<file path="src/rtl/dmem_responder_if.sv">
// Request/response bus between the datapath (master) and the data memory
// responder (slave): one request channel, one response channel, each with
// its own valid/ready handshake.
interface dmem_responder_if;
    logic        req_valid;
    logic        req_ready;
    logic        req_we;
    logic [31:0] req_addr;
    logic [31:0] req_wdata;
    logic        rsp_valid;
    logic        rsp_ready;
    logic [31:0] rsp_rdata;
    logic        rsp_err;

    modport master (
        output req_valid, req_we, req_addr, req_wdata, rsp_ready,
        input  req_ready, rsp_valid, rsp_rdata, rsp_err
    );

    modport slave (
        input  req_valid, req_we, req_addr, req_wdata, rsp_ready,
        output req_ready, rsp_valid, rsp_rdata, rsp_err
    );
endinterface

</file>
<file path="src/rtl/dmem_responder.sv">
// Word-addressed data memory with a fixed-latency valid/ready response.
// One request is outstanding at a time: IDLE accepts, WAIT counts down the
// configured latency, RESP presents the captured result until it is taken.
// Memory is written/read at the acceptance edge; the response is only
// delayed, so a reset after acceptance drops the response but keeps writes.
module dmem_responder #(
    parameter int DEPTH   = 64,
    parameter int LATENCY = 2
) (
    input  logic            clk,
    input  logic            reset,
    dmem_responder_if.slave bus
);
    localparam int         AW    = $clog2(DEPTH);
    localparam logic [3:0] LAT_C = 4'(LATENCY);

    typedef enum logic [1:0] {
        ST_IDLE = 2'd0,
        ST_WAIT = 2'd1,
        ST_RESP = 2'd2
    } state_t;

    state_t          state_r;
    state_t          state_nxt_s;
    logic [3:0]      cnt_r;
    logic [3:0]      cnt_nxt_s;
    logic            req_ready_r;
    logic            rsp_valid_r;
    logic            rsp_err_r;
    logic [31:0]     rsp_rdata_r;
    logic            hold_err_r;
    logic [31:0]     hold_rdata_r;
    logic            accept_s;
    logic            err_s;
    logic            wr_en_s;
    logic [AW-1:0]   idx_s;
    logic [31:0]     mem_r [DEPTH];

    // Request decode: handshake, address legality and word index
    always_comb begin
        accept_s = bus.req_valid && req_ready_r && !reset;
        err_s    = (bus.req_addr[1:0] != 2'b00) ||
                   (bus.req_addr[31:2] >= 30'(DEPTH));
        idx_s    = bus.req_addr[AW+1:2];
        wr_en_s  = accept_s && bus.req_we && !err_s;
    end

    // Next-state logic: accept in IDLE, count latency in WAIT, hold in RESP
    always_comb begin
        state_nxt_s = state_r;
        cnt_nxt_s   = cnt_r;
        case (state_r)
            ST_IDLE: begin
                if (accept_s) begin
                    cnt_nxt_s   = LAT_C;
                    state_nxt_s = (LATENCY == 0) ? ST_RESP : ST_WAIT;
                end else begin
                    state_nxt_s = ST_IDLE;
                end
            end
            ST_WAIT: begin
                cnt_nxt_s = cnt_r - 4'd1;
                if (cnt_r == 4'd1) begin
                    state_nxt_s = ST_RESP;
                end else begin
                    state_nxt_s = ST_WAIT;
                end
            end
            ST_RESP: begin
                if (bus.rsp_ready) begin
                    state_nxt_s = ST_IDLE;
                end else begin
                    state_nxt_s = ST_RESP;
                end
            end
            default: begin
                state_nxt_s = ST_IDLE;
                cnt_nxt_s   = 4'd0;
            end
        endcase
    end

    // State, counter and handshake flags, registered from the next state
    always_ff @(posedge clk) begin
        if (reset) begin
            state_r     <= ST_IDLE;
            cnt_r       <= 4'd0;
            req_ready_r <= 1'b1;
            rsp_valid_r <= 1'b0;
        end else begin
            state_r     <= state_nxt_s;
            cnt_r       <= cnt_nxt_s;
            req_ready_r <= (state_nxt_s == ST_IDLE);
            rsp_valid_r <= (state_nxt_s == ST_RESP);
        end
    end

    // Word storage: single write port and no reset so it maps onto RAM
    always_ff @(posedge clk) begin
        if (wr_en_s) begin
            mem_r[idx_s] <= bus.req_wdata;
        end
    end

    // Response capture at acceptance; data/err are only driven while in RESP
    always_ff @(posedge clk) begin
        if (reset) begin
            hold_err_r   <= 1'b0;
            hold_rdata_r <= 32'h0000_0000;
            rsp_err_r    <= 1'b0;
            rsp_rdata_r  <= 32'h0000_0000;
        end else begin
            if (accept_s) begin
                hold_err_r   <= err_s;
                hold_rdata_r <= (err_s || bus.req_we) ? 32'h0000_0000 : mem_r[idx_s];
            end
            if (state_nxt_s == ST_RESP) begin
                if (accept_s) begin
                    rsp_err_r   <= err_s;
                    rsp_rdata_r <= (err_s || bus.req_we) ? 32'h0000_0000 : mem_r[idx_s];
                end else begin
                    rsp_err_r   <= hold_err_r;
                    rsp_rdata_r <= hold_rdata_r;
                end
            end else begin
                rsp_err_r   <= 1'b0;
                rsp_rdata_r <= 32'h0000_0000;
            end
        end
    end

    assign bus.req_ready = req_ready_r;
    assign bus.rsp_valid = rsp_valid_r;
    assign bus.rsp_rdata = rsp_rdata_r;
    assign bus.rsp_err   = rsp_err_r;
endmodule

</file>
<file path="src/flat_wrapper.sv">
// flat-port wrapper written by rule: the top's interface ports become plain ports
module dmem_responder_flat 
#(
    parameter int DEPTH   = 64,
    parameter int LATENCY = 2
)
  (clk, reset, bus_req_valid, bus_req_we, bus_req_addr, bus_req_wdata, bus_rsp_ready, bus_req_ready, bus_rsp_valid, bus_rsp_rdata, bus_rsp_err);
  dmem_responder_if bus_i ();
  input  logic clk;
  input  logic reset;
  input wire logic [$bits(bus_i.req_valid)-1:0] bus_req_valid;
  input wire logic [$bits(bus_i.req_we)-1:0] bus_req_we;
  input wire logic [$bits(bus_i.req_addr)-1:0] bus_req_addr;
  input wire logic [$bits(bus_i.req_wdata)-1:0] bus_req_wdata;
  input wire logic [$bits(bus_i.rsp_ready)-1:0] bus_rsp_ready;
  output wire logic [$bits(bus_i.req_ready)-1:0] bus_req_ready;
  output wire logic [$bits(bus_i.rsp_valid)-1:0] bus_rsp_valid;
  output wire logic [$bits(bus_i.rsp_rdata)-1:0] bus_rsp_rdata;
  output wire logic [$bits(bus_i.rsp_err)-1:0] bus_rsp_err;
  assign bus_i.req_valid = bus_req_valid;
  assign bus_i.req_we = bus_req_we;
  assign bus_i.req_addr = bus_req_addr;
  assign bus_i.req_wdata = bus_req_wdata;
  assign bus_i.rsp_ready = bus_rsp_ready;
  assign bus_req_ready = bus_i.req_ready;
  assign bus_rsp_valid = bus_i.rsp_valid;
  assign bus_rsp_rdata = bus_i.rsp_rdata;
  assign bus_rsp_err = bus_i.rsp_err;
  dmem_responder #(.DEPTH(DEPTH), .LATENCY(LATENCY)) u_core (.clk(clk), .reset(reset), .bus(bus_i));
endmodule
</file>
<file path="config.mk">
export PLATFORM = sky130hd
export DESIGN_NAME = dmem_responder_flat
export DESIGN_NICKNAME = d
export VERILOG_FILES = /design/src/rtl/dmem_responder_if.sv /design/src/rtl/dmem_responder.sv /design/src/flat_wrapper.sv
export SDC_FILE = /design/constraint.sdc
export NUM_CORES = 2
export LEC_CHECK = 0
export ABC_CLOCK_PERIOD_IN_PS = 4300
export CELL_PAD_IN_SITES_DETAIL_PLACEMENT = 1
export CELL_PAD_IN_SITES_GLOBAL_PLACEMENT = 1
export CORE_ASPECT_RATIO = 1.25
export CORE_UTILIZATION = 55
export DETAILED_ROUTE_END_ITERATION = 8
export DONT_BUFFER_PORTS = 1
export PLACE_DENSITY_LB_ADDON = 0.1
export SYNTH_ARGS = -nofsm -noshare
export SYNTH_HDL_FRONTEND = slang
export SYNTH_SLANG_ARGS = --single-unit
export TNS_END_PERCENT = 20
</file>
<file path="constraint.sdc">
create_clock -name clk -period 4.3 [get_ports clk]
set_input_delay 0.215 -clock clk [delete_from_list [all_inputs] [get_ports clk]]
set_output_delay 0.215 -clock clk [all_outputs]
set_load 0.005 [all_outputs]
</file>
==> qor.yml <==
placement:
  pre_cts_ws_ns: 0.514
  gp_congestion: 0.900
  place_inst: 6270
  placed_cell_area_um2: 84900
  numPortBuffers: 0
  hpwl_um: 164000
timing:
  post-route-period-util_pct: 103
  hold_viol_final: 0
  slew_headroom_pct: -60.6
  rsz0062_at_grt: "false"
  period_minus_slack_ns: 4.45
  worst_slack_ns: -0.146
  fin_skew_ns: 0.0277
  setup_tns_ns: -0.146
  worst_slew_pin_slew_ns: 2.41
  drv_slew: 221
  holdWs_ns: 0.0408
  fmax_mhz: 225
  setup_viol: 1
finish:
  finish.utilization_pct: 62.7
  drive_gt1_share_pct: 20.0
  fin_area_um2: 92900
  syn_to_final_growth_pct: 13.1
  final_common_cell: "edfxtp_1"
  fin_nets: 4702
  fin_cells: 6726
  layout_common_cells: "2048 x edfxtp_1, 273 x mux2i_1, 204 x clkbuf_16"
  fill_cells: 12400
die:
  num_rows: 158
  ios: 104
  chipHeight_um: 434
  coreArea_um2: 148000
  start_util_pct: 55.4
  die-width_um: 348
  dieArea_um2: 151000
drt:
  drc_errors: 0
  drtIter0Drc: 7281
  via_count: 48000
  firstDrtPassIters: 6
  ant_nets: 0
  vias_per_cell: 7.13
  wirelength_um: 283000
  wl_per_cell_um: 42.1
run_status:
  status: "finished with violations"
  violations: "max-slew violations, negative setup slack"
min_path:
  min_path_cells: 3
  hp-class: "in2reg"
  min_to: "u_core.hold_rdata_r[20]"
  hp-start: "bus_req_addr[2]"
clock_tree:
  cts_max_path_buffers: 3
  cts_resized: 0
  cts_setup_buffers: 0
  clk_latency_ns: 0.86
  root_buffer: "clkbuf_16"
  ctsHtreeMaxLevel: 4
  cts_buffers: 199
  cts_tree: "built"
  clock-sinks: 2122
  path_clk_slew_ns: 0.07
  cts_hold_buf: 78
critical_path:
  critPathMaxFanout: 561
  worst-r2r-setup-slack_ns: 0.60
  cp_slowest_stage_delay_ns: 1.50
  crit_slowest_cell: "nand3_1"
  crit_chain: "nand3_1, a2bb2oi_1, a31oi_1, a2111oi_0, nand4_1, o21ai_1"
  arrival_ns: 5.19
  worstSetupEndpointType: "register"
  worstSetupPathType: "in2reg"
  startpoint_type: "input port"
  ff2ff_path_depth: 9
  critPathTopFamily: "simple AND/OR/NAND/NOR gates"
  crit_required_ns: 5.05
  cp.buffers_inverters: 0
  rr_startpoint: "u_core.bus.req_ready"
  r2r_end: "u_core.mem_r[60][6]"
power:
  irDropWorstVdd_uv: 470
  leakage_nw: 29.6
  power_density_nw_per_um2: 462
  p_total_mw: 42.9
yosys:
  synth.yosys.seq_area_share_pct: 76.6
  async_flop_share_pct: 0
  ys_seq_elements: 2122
  postSynthCellCount: 4456
  ys.flop_type: "edfxtp_1"
  synth_edf_count: 2048
  synthDistinctLibCells: 91
  yosys_warnings: 0
  syn-num-nets: 4527
  syn-cell-area_um2: 82200
  synth_area_per_cell_um2: 18.4
global_route:
  grt-ovfl-total: 0
  grt_pass1_wl_um: 386000
  grt_max_degree: 562
  track_usage_pct: 37.5
  first_global_vias: 47900
  antenna_found_initial: 15
flow_run:
  cap_violations: 0
[registers in the layout, summed over array words and instances, names as in the netlist]
register	flops
u_core.cnt_r	4
u_core.hold_err_r	1
u_core.bus.rsp_rdata	32
u_core.bus.rsp_err	1
u_core.bus.req_ready	1
u_core.bus.rsp_valid	1
u_core.mem_r	2048
u_core.hold_rdata_r	32
u_core.state_r	2
[synthesized netlist by cell type, types with 12 or more instances]
cell type,count,area [um2]
mux4_2,140,3150
o211ai_1,12,90.1
o22ai_1,179,1120
buf_2,81,405
buf_6,55,619
nand2b_1,19,119
a22oi_1,112,841
a32oi_1,26,228
inv_1,30,113
nor3_1,20,100
mux2i_1,273,2730
dfxtp_1,74,1480
nor2_1,156,586
o21ai_1,16,80.1
clkbuf_1,86,323
o221ai_1,143,1250
o21ai_0,59,295
a31oi_1,26,163
buf_1,16,60.1
nor2b_1,36,225
mux2_2,160,1800
a21oi_1,109,546
edfxtp_1,2048,61500
o22a_1,24,210
a211oi_1,25,188
a221oi_1,32,280
nand3_1,39,195
buf_12,14,280
nand2_1,141,529
o32ai_1,17,149
buf_4,45,338
or3_1,13,81.3
[cell families (layout without fill, tap and decap cells)]
kind of cell | Yosys count | after routing | share of synthesized area [%]
DFF | 2122 | 2122 | 76.6
and+or+nand+nor | 521 | 521 | 3.15
adders and majority gates | 2 | 2 | 0.0304
xor gates and xnor gates | 2 | 2 | 0.0213
AOI/OAI and AO/OA | 892 | 892 | 7.90
muxes | 579 | 579 | 9.53
buffers and inverters | 338 | 684 | 2.75
other | 0 | 4 | 0
[layer usage]
layer	up-vias	wire length (um)	track usage, %
li1	18700	-	-
met1	25300	100000	47.9
met2	3207	133000	58.9
met3	720	27200	6.63
met4	0	22900	26.0
met5	-	0	0
[area by class of cell]
type	count	area, um2	share of cell area [%]
flip-flops and latches	2122	63000	67.8
multi-input cells	1996	17600	18.9
diodes	4	10.0	0.0108
inverters	34	133	0.143
repair buffers	278	3240	3.49
well taps	1920	2400	2.59
clock inverters	113	1150	1.23
clock buffers	259	5450	5.87
[tightest hold or removal path, stage by stage]
cell and delay [ns]:
a211oi_1 0.10, buf_4 0.19, o41ai_2 0.30
[report_power, final]
group	internal, mW	switching, mW
sequential	22.6	0.00638
clock	10.2	7.80
combinational	0.712	1.49
[how the worst max path moves through the flow]
stage	start	to	cells past startpoint
6_report	bus_req_addr[4]	u_core.bus.rsp_rdata[24]	6
5_1_grt	bus_req_addr[3]	u_core.bus.rsp_rdata[24]	8
4_1_cts	u_core.bus.req_ready	u_core.mem_r[19][23]	9
3_5_place_dp	bus_req_addr[3]	u_core.bus.rsp_rdata[24]	7
3_3_place_gp	bus_req_addr[3]	u_core.bus.rsp_rdata[24]	7
2_1_floorplan	bus_req_addr[2]	u_core.mem_r[0][0]	7
(Power assumes the default switching activity.)
